<file path="config.mk">
export PLATFORM = sky130hd
export DESIGN_NAME = cache_req_frontend_flat
export DESIGN_NICKNAME = d
export VERILOG_FILES = /design/src/rtl/cache_req_frontend_if.sv /design/src/rtl/cache_req_frontend.sv /design/src/flat_wrapper.sv
export SDC_FILE = /design/constraint.sdc
export NUM_CORES = 1
export LEC_CHECK = 0
export CAP_MARGIN = 5
export CORE_ASPECT_RATIO = 1.2
export CORE_MARGIN = 5
export CORE_UTILIZATION = 50
export CTS_CLUSTER_DIAMETER = 80
export CTS_CLUSTER_SIZE = 24
export DETAILED_ROUTE_END_ITERATION = 16
export PLACE_DENSITY = 0.87
export SYNTH_ARGS = -nofsm -noshare
export SYNTH_HDL_FRONTEND = slang
export SYNTH_SLANG_ARGS = --single-unit
</file>
<file path="constraint.sdc">
create_clock -name clk -period 6.92 [get_ports clk]
set_clock_uncertainty 0.1 [all_clocks]
set_input_delay 0.692 -clock clk [delete_from_list [all_inputs] [get_ports clk]]
set_output_delay 0.692 -clock clk [all_outputs]
set_load 0.005 [all_outputs]
</file>
<file path="src/rtl/cache_req_frontend_if.sv">
// Request, response and cache-side bundle for cache_req_frontend.
// slave = the front-end itself, master = CPU/cache environment.
interface cache_req_frontend_if;
  logic        req_valid;
  logic        req_ready;
  logic        req_write;
  logic [31:0] req_addr;
  logic [31:0] req_wdata;
  logic        rsp_valid;
  logic        rsp_ready;
  logic        rsp_write;
  logic        rsp_hit;
  logic [31:0] rsp_rdata;
  logic        cache_read_en;
  logic        cache_write_en;
  logic [31:0] cache_address;
  logic [31:0] cache_write_data;
  logic        cache_hit;
  logic [31:0] cache_read_data;

  modport slave (
    input  req_valid, req_write, req_addr, req_wdata,
    input  rsp_ready, cache_hit, cache_read_data,
    output req_ready, rsp_valid, rsp_write, rsp_hit,
    output rsp_rdata, cache_read_en, cache_write_en,
    output cache_address, cache_write_data
  );

  modport master (
    output req_valid, req_write, req_addr, req_wdata,
    output rsp_ready, cache_hit, cache_read_data,
    input  req_ready, rsp_valid, rsp_write, rsp_hit,
    input  rsp_rdata, cache_read_en, cache_write_en,
    input  cache_address, cache_write_data
  );
endinterface

</file>
<file path="src/rtl/cache_req_frontend.sv">
// In-order request front-end for the 2-way word cache: FIFO, pend, 2-entry rsp buffer.
// Optional load-miss replay is built when CACHE_REPLAY_ON_MISS_EN is defined.
module cache_req_frontend #(
  parameter int REQ_DEPTH = 4,
  parameter int RSP_DEPTH = 2
) (
  input logic clk,
  input logic rst,
  cache_req_frontend_if.slave bus
);
  localparam int AW = $clog2(REQ_DEPTH);
  localparam logic [AW:0] PTR_ONE = 1;

  logic [AW:0] wr_ptr_q, rd_ptr_q;
  logic        fq_write_q [REQ_DEPTH];
  logic [31:0] fq_addr_q  [REQ_DEPTH];
  logic [31:0] fq_wdata_q [REQ_DEPTH];
  logic        full, empty, push, pop;
  logic        head_write;
  logic [31:0] head_addr, head_wdata;

  logic        rb_write_q [2];
  logic        rb_hit_q   [2];
  logic [31:0] rb_data_q  [2];
  logic        rb_wp_q, rb_rp_q;
  logic [1:0]  rsp_count_q;
  logic        drain, rsp_push;
  logic [31:0] push_data;

  logic        pend_valid_q, pend_write_q, pend_hit_q;
  logic        pend_miss;
  logic [2:0]  occ;
  logic        credit, fifo_issue, issue;
  logic        rpl_req, rpl_issue;
  logic [31:0] rpl_addr;

  assign empty = wr_ptr_q == rd_ptr_q;
  assign full  = (wr_ptr_q[AW] != rd_ptr_q[AW]) &&
                 (wr_ptr_q[AW-1:0] == rd_ptr_q[AW-1:0]);
  assign push  = bus.req_valid && !full;
  assign pop   = fifo_issue;
  assign bus.req_ready = !full;

  assign head_write = fq_write_q[rd_ptr_q[AW-1:0]];
  assign head_addr  = fq_addr_q[rd_ptr_q[AW-1:0]];
  assign head_wdata = fq_wdata_q[rd_ptr_q[AW-1:0]];

  always_ff @(posedge clk or posedge rst) begin
    if (rst) begin
      wr_ptr_q <= '0;
      rd_ptr_q <= '0;
    end else begin
      if (push) wr_ptr_q <= wr_ptr_q + PTR_ONE;
      if (pop)  rd_ptr_q <= rd_ptr_q + PTR_ONE;
    end
  end

  always_ff @(posedge clk) begin
    if (push) begin
      fq_write_q[wr_ptr_q[AW-1:0]] <= bus.req_write;
      fq_addr_q[wr_ptr_q[AW-1:0]]  <= bus.req_addr;
      fq_wdata_q[wr_ptr_q[AW-1:0]] <= bus.req_wdata;
    end
  end

  // Slots held by pend + buffered responses, counting a same-cycle pop as free
  assign drain  = bus.rsp_valid && bus.rsp_ready;
  assign occ    = {1'b0, rsp_count_q} + {2'b0, pend_valid_q}
                - {2'b0, drain};
  assign credit = occ < 3'(RSP_DEPTH);

`ifdef CACHE_REPLAY_ON_MISS_EN
  typedef enum logic {S_RUN, S_REPLAY} state_e;
  state_e      state_q, state_d;
  logic [31:0] pend_addr_q, rpl_addr_q, rpl_addr_d;
  logic        pend_rpl_q, rpl_credit;

  assign pend_miss  = pend_valid_q && !pend_write_q &&
                      !pend_hit_q && !pend_rpl_q;
  // The replay reuses the slot of its own first access
  assign rpl_credit = (rsp_count_q - {1'b0, drain}) < 2'(RSP_DEPTH);
  assign rpl_issue  = rpl_req && rpl_credit;

  always_comb begin
    state_d    = state_q;
    rpl_addr_d = rpl_addr_q;
    rpl_req    = 1'b0;
    rpl_addr   = rpl_addr_q;
    unique case (state_q)
      S_RUN: begin
        if (pend_miss) begin
          rpl_req  = 1'b1;
          rpl_addr = pend_addr_q;
          if (!rpl_credit) begin
            state_d    = S_REPLAY;
            rpl_addr_d = pend_addr_q;
          end
        end
      end
      S_REPLAY: begin
        rpl_req = 1'b1;
        if (rpl_credit) state_d = S_RUN;
      end
    endcase
  end

  always_ff @(posedge clk or posedge rst) begin
    if (rst) begin
      state_q     <= S_RUN;
      rpl_addr_q  <= '0;
      pend_addr_q <= '0;
      pend_rpl_q  <= 1'b0;
    end else begin
      state_q    <= state_d;
      rpl_addr_q <= rpl_addr_d;
      if (issue) begin
        pend_addr_q <= bus.cache_address;
        pend_rpl_q  <= rpl_issue;
      end
    end
  end
`else
  assign pend_miss = 1'b0;
  assign rpl_req   = 1'b0;
  assign rpl_issue = 1'b0;
  assign rpl_addr  = '0;
`endif

  assign fifo_issue = !empty && credit && !rpl_req;
  assign issue      = fifo_issue || rpl_issue;

  assign bus.cache_read_en    = rpl_issue || (fifo_issue && !head_write);
  assign bus.cache_write_en   = fifo_issue && head_write;
  assign bus.cache_address    = rpl_issue ? rpl_addr : head_addr;
  assign bus.cache_write_data = head_wdata;

  always_ff @(posedge clk or posedge rst) begin
    if (rst) begin
      pend_valid_q <= 1'b0;
      pend_write_q <= 1'b0;
      pend_hit_q   <= 1'b0;
    end else begin
      pend_valid_q <= issue;
      if (issue) begin
        pend_write_q <= bus.cache_write_en;
        pend_hit_q   <= bus.cache_hit && !rpl_issue;
      end
    end
  end

  assign rsp_push  = pend_valid_q && !pend_miss;
  assign push_data = pend_write_q ? '0 : bus.cache_read_data;

  always_ff @(posedge clk) begin
    if (rsp_push) begin
      rb_write_q[rb_wp_q] <= pend_write_q;
      rb_hit_q[rb_wp_q]   <= pend_hit_q;
      rb_data_q[rb_wp_q]  <= push_data;
    end
  end

  always_ff @(posedge clk or posedge rst) begin
    if (rst) begin
      rb_wp_q     <= 1'b0;
      rb_rp_q     <= 1'b0;
      rsp_count_q <= '0;
    end else begin
      if (rsp_push) rb_wp_q <= !rb_wp_q;
      if (drain)    rb_rp_q <= !rb_rp_q;
      rsp_count_q <= rsp_count_q + {1'b0, rsp_push}
                   - {1'b0, drain};
    end
  end

  assign bus.rsp_valid = rsp_count_q != 2'd0;
  assign bus.rsp_write = bus.rsp_valid && rb_write_q[rb_rp_q];
  assign bus.rsp_hit   = bus.rsp_valid && rb_hit_q[rb_rp_q];
  assign bus.rsp_rdata = bus.rsp_valid ? rb_data_q[rb_rp_q] : '0;
endmodule

</file>
<file path="src/flat_wrapper.sv">
// flat-port wrapper written by rule: the top's interface ports become plain ports
module cache_req_frontend_flat 
#(
  parameter int REQ_DEPTH = 4,
  parameter int RSP_DEPTH = 2
)
  (clk, rst, bus_req_valid, bus_req_write, bus_req_addr, bus_req_wdata, bus_rsp_ready, bus_cache_hit, bus_cache_read_data, bus_req_ready, bus_rsp_valid, bus_rsp_write, bus_rsp_hit, bus_rsp_rdata, bus_cache_read_en, bus_cache_write_en, bus_cache_address, bus_cache_write_data);
  cache_req_frontend_if bus_i ();
  input logic clk;
  input logic rst;
  input wire logic [$bits(bus_i.req_valid)-1:0] bus_req_valid;
  input wire logic [$bits(bus_i.req_write)-1:0] bus_req_write;
  input wire logic [$bits(bus_i.req_addr)-1:0] bus_req_addr;
  input wire logic [$bits(bus_i.req_wdata)-1:0] bus_req_wdata;
  input wire logic [$bits(bus_i.rsp_ready)-1:0] bus_rsp_ready;
  input wire logic [$bits(bus_i.cache_hit)-1:0] bus_cache_hit;
  input wire logic [$bits(bus_i.cache_read_data)-1:0] bus_cache_read_data;
  output wire logic [$bits(bus_i.req_ready)-1:0] bus_req_ready;
  output wire logic [$bits(bus_i.rsp_valid)-1:0] bus_rsp_valid;
  output wire logic [$bits(bus_i.rsp_write)-1:0] bus_rsp_write;
  output wire logic [$bits(bus_i.rsp_hit)-1:0] bus_rsp_hit;
  output wire logic [$bits(bus_i.rsp_rdata)-1:0] bus_rsp_rdata;
  output wire logic [$bits(bus_i.cache_read_en)-1:0] bus_cache_read_en;
  output wire logic [$bits(bus_i.cache_write_en)-1:0] bus_cache_write_en;
  output wire logic [$bits(bus_i.cache_address)-1:0] bus_cache_address;
  output wire logic [$bits(bus_i.cache_write_data)-1:0] bus_cache_write_data;
  assign bus_i.req_valid = bus_req_valid;
  assign bus_i.req_write = bus_req_write;
  assign bus_i.req_addr = bus_req_addr;
  assign bus_i.req_wdata = bus_req_wdata;
  assign bus_i.rsp_ready = bus_rsp_ready;
  assign bus_i.cache_hit = bus_cache_hit;
  assign bus_i.cache_read_data = bus_cache_read_data;
  assign bus_req_ready = bus_i.req_ready;
  assign bus_rsp_valid = bus_i.rsp_valid;
  assign bus_rsp_write = bus_i.rsp_write;
  assign bus_rsp_hit = bus_i.rsp_hit;
  assign bus_rsp_rdata = bus_i.rsp_rdata;
  assign bus_cache_read_en = bus_i.cache_read_en;
  assign bus_cache_write_en = bus_i.cache_write_en;
  assign bus_cache_address = bus_i.cache_address;
  assign bus_cache_write_data = bus_i.cache_write_data;
  cache_req_frontend #(.REQ_DEPTH(REQ_DEPTH), .RSP_DEPTH(RSP_DEPTH)) u_core (.clk(clk), .rst(rst), .bus(bus_i));
endmodule
</file>
# Yosys cells after proc, flatten, opt, wreduce, memory -nomap -nowiden
# Memory sizes are Yosys's and may differ from the RTL's.
# Cells that the tools add are included.
# totals
ram_bits,328
latchBits,0
wordCells,44
regBits,13
romBits,0
out_inout_bits,102
n_memories,6
# mem_list
name,words,width,rd,rd_ports_with_merged_regs,wr,line_no,source
u_core.fq_addr_q,4,32,1,0,1,cache_req_frontend.sv:16,logic [31:0] fq_addr_q [REQ_DEPTH];
u_core.fq_wdata_q,4,32,1,0,1,cache_req_frontend.sv:17,logic [31:0] fq_wdata_q [REQ_DEPTH];
u_core.rb_data_q,2,32,1,0,1,cache_req_frontend.sv:24,logic [31:0] rb_data_q [2];
u_core.fq_write_q,4,1,1,0,1,cache_req_frontend.sv:15,logic fq_write_q [REQ_DEPTH];
u_core.rb_hit_q,2,1,1,0,1,cache_req_frontend.sv:23,logic rb_hit_q [2];
u_core.rb_write_q,2,1,1,0,1,cache_req_frontend.sv:22,logic rb_write_q [2];
# op_classes
n_div,0
muxes,6
shifts,0
multipliers,0
reduce_logical,14
bitwise_logic,0
addsub,6
order_cmp,1
eq_ne,3
# op_table
op,n
$mux W32,2
$logic_and A1 B1 Y1,8
$add A3 B1 Y3 const B,2
$logic_not A1 Y1,5
$mux W1,4
$add A2 B1 Y3,1
$eq A3 B3 Y1,1
$lt A3 B2 Y1 const B,1
$sub A3 B1 Y3,1
$add A2 B1 Y2,1
$eq A2 B2 Y1,1
$reduce_bool A2 Y1,1
$sub A2 B1 Y2,1
$ne A1 B1 Y1,1

# Depth between registers and ports, before layout
# Gate-level depths: netlist (run 1).
# depth
word_depth,6
mapped_depth,11
ltp_nobuf,10

# Least setup slack after synthesis (run 1)
# Ideal clock, no wire load.
# synth_path
kind,register -> register
from,reg u_core.rd_ptr_q[0]
to,mem u_core.fq_addr_q[3][0] (enable)
synth_period_minus_slack_ps,4937
n_path_buf,1
setup_ps,530
t_arrival_ps,4307
setup_slack_ps,1983
path_stages_with_launch,4
required_time_ps,6290
cell_sequence,dfrtp_1 buf_6 xnor2_1 a31oi_1
# synth_via
elab_chain_len,6
# synth_rtl
element,line_no,source
"start, declared",cache_req_frontend.sv:14,"logic [AW:0] wr_ptr_q, rd_ptr_q;"
"start signal, assigned",cache_req_frontend.sv:54,if (pop) rd_ptr_q <= rd_ptr_q + PTR_ONE;
$eq A2 B2 Y1,cache_req_frontend.sv:39,(wr_ptr_q[AW-1:0] == rd_ptr_q[AW-1:0]);
$logic_and A1 B1 Y1,cache_req_frontend.sv:38,assign full = (wr_ptr_q[AW] != rd_ptr_q[AW]) &&
$logic_not A1 Y1,cache_req_frontend.sv:40,assign push = bus.req_valid && !full;
$logic_and A1 B1 Y1,cache_req_frontend.sv:40,
$mux W1,cache_req_frontend.sv:59,if (push) begin
$mux W1 (not written as such),cache_req_frontend.sv:61,fq_addr_q[wr_ptr_q[AW-1:0]] <= bus.req_addr;
"end, declared",cache_req_frontend.sv:16,
# Every way passes these cells.

# Final worst setup path (run 1)
# layout_path
from,reg u_core.rsp_count_q[1]
to,out bus_cache_read_en
# layout_via
elab_chain_len,6
elab_cells_between_ends,7
# layout_rtl
element,line_no,source
"start, declared",cache_req_frontend.sv:26,logic [1:0] rsp_count_q;
"start signal, assigned",cache_req_frontend.sv:170,"rsp_count_q <= rsp_count_q + {1'b0, rsp_push}"
$reduce_bool A2 Y1,cache_req_frontend.sv:175,assign bus.rsp_valid = rsp_count_q != 2'd0;
$logic_and A1 B1 Y1,cache_req_frontend.sv:67,assign drain = bus.rsp_valid && bus.rsp_ready;
named net u_core.drain,cache_req_frontend.sv:27,"logic drain, rsp_push;"
$sub A3 B1 Y3,cache_req_frontend.sv:69,"- {2'b0, drain};"
$lt A3 B2 Y1,cache_req_frontend.sv:70,assign credit = occ < 3'(RSP_DEPTH);
$logic_and A1 B1 Y1,cache_req_frontend.sv:129,assign fifo_issue = !empty && credit && !rpl_req;
$logic_and A1 B1 Y1,cache_req_frontend.sv:132,assign bus.cache_read_en = rpl_issue || (fifo_issue && !head_write);
"end, declared",flat_wrapper.sv:23,output wire logic [$bits(bus_i.cache_read_en)-1:0] bus_cache_read_en;
# The timed path passes the listed nets, and every way through them passes these cells.

==> summary.md, run 1 <==
| Metric | Value |
|---|---|
| CTS tree | `done` |
| Rel. slew slack | `0.216` |
| Fin cells | `1,121` |
| Cell variety after synth | `24` |
| Vias/cell | `5.38` |
| Worst-Skew Late Latency | `about 0.50 ns` |
| WP depth | `12` |
| Hold depth | `1` |
| Largest delay share family, worst path | `buffers and inverters` |
| CP bufs+invs | `4` |
| Period utilization | `0.681` |
| R2R cell count | `3` |
| Hold Startpoint | `u_core.wr_ptr_q[2]$_DFFE_PP0P_` |
| Ys Warns | `0` |
| First-pass GRT wire length | `37,700 um` |
| Most common cell in the synthesized netlist | `edfxtp_1` |
| Inst Count DP | `1,094` |
| Synth-to-layout area growth | `22.4%` |
| Total iterations of the first detailed-routing run | `4` |
| Share of cells above drive strength 1 | `0.131` |
| Power share of the clock group | `0.170` |
| FF+latch count, synth | `approximately 340` |
| Worst Setup SP | `u_core.rsp_count_q[1]$_DFF_PP0_` |
| Die X | `156 um` |
| Final nets | `894` |
| Sw frac | `0.286` |
| Die height | `approximately 190 um` |
| Largest net degree at the start of global routing | `70` |
| Worst setup SP type | `flip-flop` |
| Post-Syn Instances | `583` |
| Top Ports | `204` |
| Slowest cell delay on critical path | `0.51 ns` |
| Via count | `6,036` |
| Final worst slack | `2.21 ns` |
| Initial antenna violation count | `0` |
| Post-CTS Resized | `0` |
| Max-cap violations | `0` |
| P_leak | `roughly 5.2 nW` |
| Worst-path fanout max | `35` |
| Switching pwr | `1.87 mW` |
| Core area | `25,500 sq um` |
| Worst slack at placement | `2.61 ns` |
| Critical path class | `reg -> out` |
| Area leader, netlist | `edfxtp_1` |
| Ys async rst share | `0.0381` |
| # DRC | `0` |
| PwrDens | `slightly above 400 nW/um^2` |
| Least-Margin Pin Slew | `1.18 ns` |
| Synth cell count leaders | `edfxtp_1, mux4_2, nor2_1, nor2b_1, mux2i_1` |
| Number of global-route vias before repair | `6,544` |
| Hold Slack | `between 0.3 and 0.4 ns` |
| Iteration-0 DRC Markers | `482` |
| Clock H-tree levels | `1` |
| Int Power | `4.66 mW` |
| Syn nets | `693` |
| Gr usage total | `0.168` |
| Maximum clock rate | `about 210 MHz` |
| Post-Route Utilization | `0.619` |
| Clk root buf | `clkbuf_16` |
| VDD IR max | `0.000329 V` |
| Finished Cell Area | `15,800 sq um` |
| CTS Buffer Depth | `3` |
| DP HPWL | `15,100 um` |
| Launch point of the worst reg-to-reg path | `u_core.rd_ptr_q[1]$_DFFE_PP0P_` |
| Type of the most critical hold path | `reg -> reg` |
| Outcome | `completed` |
| Row cnt | `64` |
| Reg power frac | `0.483` |
| CP endpoint kind | `output port` |
| CP cell instances | `nor2_2, buf_4, inv_1, and2_1, ha_1, inv_1, ha_1, fa_1, xor2_1, o311a_1, nor2b_1, clkdlybuf4s50_1` |
| GR Overflow Total | `0` |
| Sequential area share after synthesis | `0.790` |
| RSZ-0062 raised after global routing | `no` |
| Pins Over Slew Limit | `0` |
| Clk sinks | `between 300 and 400` |
| Final setup TNS | `0 ns` |
| CTS Buf Count | `18` |
| Clock slew at reported path FFs | `0.09 ns` |
| I/O Buffers | `203` |
| Initial core utilization | `0.506` |
| Final ANT Viol Nets | `0` |
| CP Data Arrival Time | `3.92 ns` |
| Average size of a mapped cell | `22.1 sq um` |
| # setup viols final | `0` |
| Worst EP required | `6.13 ns` |
| Total power | `6.53 mW` |
| Diode count | `0` |
| Post-placement cell area | `15,200 sq um` |
| Final worst path period need | `4.71 ns` |
| Routed WL | `24,500 um` |
| Post-synth top flop | `edfxtp_1` |
| Post-synth EDFFs | `about 330` |
| Post-CTS Setup Inserts | `0` |
| Hold Vio Cnt, Final | `0` |
| Drt wl/cell | `21.9 um` |
| Comb pwr share | `0.347` |
| Post-Synthesis Cell Area | `about 13,000 sq um` |
| CP max-delay cell | `clkdlybuf4s50_1` |
| Top-area cell type share of the netlist area | `0.765` |
| Cells taking the most area after synthesis | `edfxtp_1, mux4_2, mux2i_1` |
| Hold_buf cts | `0` |
| GP Congestion | `0.702` |
| Die ar. | `slightly below 30,000 sq um` |
## cell families (layout without fill, tap and decap cells)
family | after synthesis | after routing | share of synthesized area
compound gates | 4 | 4 | 0.00243
xor+xnor | 12 | 12 | 0.00875
fa+ha+maj | 8 | 8 | 0.00836
buf+inv | 37 | 245 | 0.0149
flops | 341 | 341 | 0.790
mux | 103 | 103 | 0.145
simple gates | 78 | 78 | 0.0308
## flip-flops by register name, indices dropped and copies added (netlist names), 2 cells and up
| register | cells |
|---|---|
| u_core.fq_addr_q | 128 |
| u_core.fq_wdata_q | 128 |
| u_core.fq_write_q | 4 |
| u_core.rb_data_q | 64 |
| u_core.rb_hit_q | 2 |
| u_core.rb_write_q | 2 |
| u_core.rd_ptr_q | 3 |
| u_core.rsp_count_q | 2 |
| u_core.wr_ptr_q | 3 |
## power by group through the flow
stage	Clock, mW	Sequential, mW	Combinational [mW]
global route	1.24	3.21	2.46
global placement	0	3.18	2.29
floorplan	0	2.98	1.34
CTS	1.15	3.17	2.33
detailed placement	0	3.21	2.31
finish	1.11	3.15	2.27
## cell usage in the layout, fill, tap and decap left out, types with 6 or more instances in the layout
master / Yosys / routed
clkdlybuf4s50_1: 0 / 203
mux2i_1: 34 / 34
nor2_1: 35 / 34
clkbuf_1: 7 / 6
xor2_1: 7 / 7
ha_1: 7 / 7
dfrtp_1: 13 / 10
nor2b_1: 35 / 34
inv_1: 10 / 10
edfxtp_1: 328 / 328
clkbuf_16: 0 / 19
mux4_2: 65 / 65
## worst paths after layout
path / slack [ns] / to
setup / recovery: 2.21 / bus_cache_read_en
hold / removal: 0.39 / u_core.wr_ptr_q[2]$_DFFE_PP0P_
setup reg to reg: 3.38 / u_core.fq_addr_q[3][8]$_DFFE_PP_
hold reg to reg: 0.39 / u_core.wr_ptr_q[2]$_DFFE_PP0P_
max in group asynchronous: 5.91 / u_core.rd_ptr_q[0]$_DFFE_PP0P_
min in group asynchronous: 0.42 / u_core.rsp_count_q[0]$_DFF_PP0_
## final cells by class
cell class | instances | area (sq um)
sequential | 341 | 10200
clock inverter | 2 | 23.8
tap | 330 | 413
timing repair buffer | 208 | 2070
inverter | 10 | 37.5
multi-input combinational | 205 | 2540
fill | 1740 | 9700
clock buffer | 25 | 498
## worst reg2reg max path: stages, from the launching register on
cell	delay (ns)
dfrtp_4	1.12
xnor2_1	0.33
a31oi_4	0.93
buf_4	0.66
## metal layers
| layer | up-vias | global-route usage | part of all wire | wire length, um |
|---|---|---|---|---|
| met5 | - | 0 | 0 | 0 |
| met1 | 3083 | 0.217 | 0.39 | 9460 |
| met4 | 0 | 0.0226 | 0.0083 | 203 |
| li1 | 2711 | - | - | - |
| met2 | 229 | 0.289 | 0.51 | 12500 |
| met3 | 13 | 0.0558 | 0.098 | 2390 |
(Power assumes the default switching activity.)
==> run 2: changes to the inputs <==
==> constraint.sdc (replaced) <==
create_clock -name clk -period 4.8 [get_ports clk]
set_clock_uncertainty 0.1 [all_clocks]
set_input_delay 0.48 -clock clk [delete_from_list [all_inputs] [get_ports clk]]
set_output_delay 0.48 -clock clk [all_outputs]
set_load 0.005 [all_outputs]
==> run 2 against run 1 <==
Against the previous run:
- sequential power grew 42%
- sequential cell count is the same
- sequential share of layout area shrank 0.14 points
- design area grew 0.19%
- die area is the same
- combinational power grew 48%
- global-route usage grew 0.18 points
- final cell count grew 0.62%
- critical endpoint unchanged
- largest cell class unchanged
- largest power group unchanged
==> summary.md, run 2 (synthesis results as in run 1) <==
| Metric | Value |
|---|---|
| Final nets | `896` |
| CP Data Arrival Time | `3.54 ns` |
| DP HPWL | `15,400 um` |
| Fillcell total | `roughly 1,700` |
| CP cell instances | `nor2_2, inv_1, and2_1, ha_1, inv_1, ha_1, fa_1, xor2_1, o311a_1, nor2b_1, clkdlybuf4s50_1` |
| Post-CTS Setup Inserts | `0` |
| GR Overflow Total | `0` |
| RSZ-0062 raised after global routing | `no` |
| Hold_buf cts | `0` |
| Clock slew at reported path FFs | `0.09 ns` |
| Final worst slack | `0.684 ns` |
| Clock H-tree levels | `1` |
| Top Ports | `204` |
| Total power | `roughly 9.5 mW` |
| Routed WL | `24,700 um` |
| Outcome | `completed` |
| Initial core utilization | `0.506` |
| CP max-delay cell | `clkdlybuf4s50_1` |
| Worst EP required | `4.22 ns` |
| CTS Buf Count | `18` |
| Drt wl/cell | `21.9 um` |
| Slowest cell delay on critical path | `0.50 ns` |
| Final worst path period need | `4.12 ns` |
| CTS tree | `done` |
| GP Congestion | `0.737` |
| Post-CTS Resized | `0` |
| I/O Buffers | `203` |
| Final ANT Viol Nets | `0` |
| Critical path class | `reg -> out` |
| Largest net degree at the start of global routing | `67` |
| Die X | `between 150 and 200 um` |
| Most common cell after layout, fill and taps aside | `edfxtp_1` |
| Die height | `186 um` |
| Maximum clock rate | `243 MHz` |
| Core area | `25,500 sq um` |
| Worst setup SP type | `flip-flop` |
| CTS Buffer Depth | `3` |
| CP endpoint kind | `output port` |
| Hold Slack | `approximately 0.24 ns` |
| Diode count | `0` |
| Share of cells above drive strength 1 | `0.134` |
| Type of the most critical hold path | `in -> async` |
| # DRC | `0` |
| Max-cap violations | `0` |
| PwrDens | `599 nW/um^2` |
| Number of global-route vias before repair | `6,506` |
| Clk root buf | `clkbuf_16` |
| Worst slack at placement | `0.920 ns` |
| Die ar. | `between 20,000 and 30,000 sq um` |
| Pins Over Slew Limit | `0` |
| P_leak | `5.23 nW` |
| Vias/cell | `5.36` |
| Commonest cells after routing, fill and taps aside | `edfxtp_1, clkdlybuf4s50_1, mux4_2` |
| Row cnt | `between 60 and 70` |
| Via count | `~6,000` |
| Worst-Skew Late Latency | `0.50 ns` |
| Synth-to-layout area growth | `22.7%` |
| Initial antenna violation count | `2` |
| Clk sinks | `~340` |
| Iteration-0 DRC Markers | `321` |
| # setup viols final | `0` |
| VDD IR max | `approximately 0.00043 V` |
| Least-Margin Pin Slew | `1.15 ns` |
| First-pass GRT wire length | `about 38,000 um` |
| Post-Route Utilization | `0.620` |
| Worst-path fanout max | `7` |
| Period utilization | `0.858` |
| Gr usage total | `0.170` |
| Final setup TNS | `0 ns` |
| Total iterations of the first detailed-routing run | `4` |
| Hold Vio Cnt, Final | `0` |
| Rel. slew slack | `0.237` |
==> run 2: cell count changes in the layout (fill, tap and decap cells not counted), sizes merged <==
cell    delta
buf        +2
clkbuf     +5
inv        +1
clkinv     -1
==> run 2: cell type report <==
| cell class | instances | area, sq um | share of cell area |
|---|---|---|---|
| sequential | 341 | 10200 | 0.645 |
| inverter | 10 | 37.5 | 0.00238 |
| timing repair buffer | 210 | 2080 | 0.132 |
| clock buffer | 30 | 517 | 0.0327 |
| tap | 330 | 413 | 0.0261 |
| multi-input combinational | 205 | 2540 | 0.161 |
| clock inverter | 2 | 22.5 | 0.00143 |
==> run 2: path summary, 6_finish.rpt <==
kind                                                  from                           endpoint  slack (ns)  cells past startpoint
max in group asynchronous                              rst     u_core.rd_ptr_q[0]$_DFFE_PP0P_        3.97                      2
max                        u_core.rsp_count_q[1]$_DFF_PP0_                  bus_cache_read_en        0.68                     11
min                                                    rst         u_core.rb_wp_q$_DFFE_PP0P_        0.24                      2
max reg2reg                 u_core.rd_ptr_q[1]$_DFFE_PP0P_  u_core.fq_addr_q[1][11]$_DFFE_PP_        1.75                      3
min in group clk            u_core.rd_ptr_q[2]$_DFFE_PP0P_     u_core.rd_ptr_q[2]$_DFFE_PP0P_        0.40                      1
min reg2reg                 u_core.rd_ptr_q[2]$_DFFE_PP0P_     u_core.rd_ptr_q[2]$_DFFE_PP0P_        0.40                      1
==> run 2: layer usage <==
metal,wire (um),part of all wire,global-route usage,vias up
met4,339,0.014,0.0274,4
met1,9470,0.38,0.221,3072
met3,2630,0.11,0.0630,26
met5,19,0.00077,0,-
met2,12300,0.50,0.284,215
li1,-,-,-,2726
==> run 2: where the power goes <==
group | internal (mW) | leakage [nW] | switching, mW | total [mW]
combinational | 1.91 | 1.81 | 1.46 | 3.37
clock | 0.755 | 0.259 | 0.878 | 1.63
sequential | 4.08 | 3.17 | 0.385 | 4.46
==> run 2: worst max-delay path, delay by kind of cell, from the launching register on <==
family	cells	cell delay, ns
adders and majority gates	3	0.87
buffers and inverters	3	0.60
and+or+nand+nor	3	0.50
AOI/OAI and AO/OA	1	0.44
DFF	1	0.43
xor gates and xnor gates	1	0.18
==> run 2: through the flow <==
stage               area (sq um)  instances
CTS                        15800       1128
finish                     15800       1128
detailed placement         15300       1096
global placement           15300       1096
global route               15800       1128
floorplan                  12900        583
==> run 3: changes to the inputs <==
--- a/config.mk
+++ b/config.mk
@@ -12,7 +12,9 @@
 export CTS_CLUSTER_DIAMETER = 80
 export CTS_CLUSTER_SIZE = 24
 export DETAILED_ROUTE_END_ITERATION = 16
-export PLACE_DENSITY = 0.87
+export DONT_BUFFER_PORTS = 1
+export GPL_TIMING_DRIVEN = 0
+export PLACE_DENSITY = 0.77
 export SYNTH_ARGS = -nofsm -noshare
 export SYNTH_HDL_FRONTEND = slang
 export SYNTH_SLANG_ARGS = --single-unit
==> run 3 against run 2 <==
Against the previous run:
- design area is 6.9% lower
- via count is 6.5% lower
- clock-buffer cell count stayed put
- clock power hardly changed
- register-to-register slack worse by 0.18 ns
- wire length is 2.2% lower
- power is 9.3% lower
- final cell count is 9.4% lower
- critical endpoint unchanged
- largest power group unchanged
- highest routed layer is now met4
==> summary.md, run 3 (synthesis results as in run 1) <==
| Metric | Value |
|---|---|
| Worst-path fanout max | `8` |
| Fin cells | `1,022` |
| Via count | `5,648` |
| Power share of the clock group | `0.188` |
| Worst-Skew Late Latency | `about 0.50 ns` |
| CTS tree | `done` |
| Clock H-tree levels | `1` |
| GP Congestion | `0.849` |
| Hold Vio Cnt, Final | `0` |
| Slowest cell delay on critical path | `0.42 ns` |
| Largest net degree at the start of global routing | `36` |
| Commonest cells after routing, fill and taps aside | `edfxtp_1, dlygate4sd3_1, mux4_2, nor2_1` |
| Clk sinks | `341` |
| Drt wl/cell | `23.6 um` |
| CTS Buffer Depth | `3` |
| DP HPWL | `15,900 um` |
| Core area | `roughly 25,000 sq um` |
| Final worst path period need | `4.04 ns` |
| Final ANT Viol Nets | `0` |
| CP max-delay cell | `nor2_1` |
| Outcome | `completed` |
| Post-CTS Setup Inserts | `0` |
| Hold_buf cts | `67` |
| Top Ports | `204` |
| Post-Route Utilization | `0.577` |
| Synth-to-layout area growth | `14.2%` |
| Number of global-route vias before repair | `6,067` |
| I/O Buffers | `0` |
| Pins Over Slew Limit | `0` |
| Critical path class | `reg -> out` |
| PwrDens | `583 nW/um^2` |
| Final worst slack | `0.757 ns` |
| Max-cap violations | `0` |
| Most common cell after layout, fill and taps aside | `edfxtp_1` |
| Reg power frac | `0.496` |
| Least-Margin Pin Slew | `0.934 ns` |
| Routed WL | `24,200 um` |
| Vias/cell | `5.53` |
| CP Data Arrival Time | `3.46 ns` |
| Final setup TNS | `0 ns` |
| Int Power | `approximately 6 mW` |
| Post-CTS Resized | `0` |
| CP endpoint kind | `output port` |
| Iteration-0 DRC Markers | `338` |
| Inst Count DP | `just over 900` |
| Worst EP required | `4.22 ns` |
| Rel. slew slack | `0.376` |
| Sw frac | `0.304` |
| Die X | `between 150 and 200 um` |
| Gr usage total | `0.163` |
| Clk root buf | `clkbuf_16` |
| VDD IR max | `0.000524 V` |
| Row cnt | `64` |
| P_leak | `4.86 nW` |
| CTS Buf Count | `18` |
| Clock slew at reported path FFs | `0.09 ns` |
| CP cell instances | `nor2_1, inv_1, and2_1, ha_1, inv_1, ha_1, fa_1, xor2_1, o311a_1, buf_6, nor2b_1` |
| First-pass GRT wire length | `36,000 um` |
| Initial core utilization | `0.506` |
| Final nets | `787` |
| Worst slack at placement | `1.28 ns` |
| GR Overflow Total | `0` |
| Maximum clock rate | `around 250 MHz` |
| Die ar. | `29,100 sq um` |
| # setup viols final | `0` |
| Share of cells above drive strength 1 | `0.179` |
| Period utilization | `0.842` |
| Die height | `approximately 190 um` |
| # DRC | `0` |
| Initial antenna violation count | `3` |
| Total iterations of the first detailed-routing run | `5` |
| Type of the most critical hold path | `in -> reg` |
| Comb pwr share | `0.316` |
| Worst setup SP type | `flip-flop` |
| Switching pwr | `2.61 mW` |
| RSZ-0062 raised after global routing | `no` |
run 3: critical path, delay by kind of cell, from the launching register on:
kind	cells	cell delay, ns
AOI/OAI and AO/OA	1	0.23
xor gates and xnor gates	1	0.22
buffers and inverters	3	0.33
DFF	1	0.41
and+or+nand+nor	3	0.90
adders and majority gates	3	0.87
run 3: metrics by stage:
step                      power [mW]  hold WS [ns]  cell area (sq um)
after floorplan                 6.22         0.257              12900
after global placement          6.84         0.326              13300
after detailed placement        7.04         0.350              13500
after CTS                       8.71         0.106              14700
after global routing            9.06         0.118              14700
final                           8.58         0.137              14700
run 3: path summary, 6_finish.rpt:
check | start | end | slack, ns | cells past startpoint
setup / recovery | u_core.rsp_count_q[1]$_DFF_PP0_ | bus_cache_read_en | 0.76 | 11
hold / removal | bus_cache_read_data[25] | u_core.rb_data_q[0][25]$_DFFE_PP_ | 0.14 | 1
setup reg to reg | u_core.rsp_count_q[1]$_DFF_PP0_ | u_core.pend_hit_q$_DFFE_PP0P_ | 1.57 | 11
hold reg to reg | u_core.pend_hit_q$_DFFE_PP0P_ | u_core.rb_hit_q[1]$_DFFE_PP_ | 0.38 | 0
max in group asynchronous | rst | u_core.wr_ptr_q[2]$_DFFE_PP0P_ | 3.89 | 2
min in group asynchronous | rst | u_core.wr_ptr_q[1]$_DFFE_PP0P_ | 0.35 | 2
run 3: layout make-up:
cell class,count,area [sq um]
Fill cell,1787,10800
Sequential cell,341,10200
Multi-Input combinational cell,205,2540
Timing Repair Buffer,74,841
Clock buffer,30,517
Tap cell,330,413
Buffer,27,154
Inverter,10,37.5
Clock inverter,2,22.5
Antenna cell,3,7.51
run 3: power by group through the flow:
stage               combinational (mW)  clock [mW]  sequential (mW)
global route                      2.96        1.79             4.31
CTS                               2.79        1.67             4.25
finish                            2.71        1.61             4.26
detailed placement                2.72           0             4.32
global placement                  2.50           0             4.34
floorplan                         1.94           0             4.28
run 3: per-layer routing:
layer / up-vias / track usage / routed length [um]
met3: 26 / 0.0563 / 2400
li1: 2510 / - / -
met4: 0 / 0.0299 / 337
met5: - / 0 / 0
met1: 2888 / 0.200 / 9070
met2: 224 / 0.285 / 12400
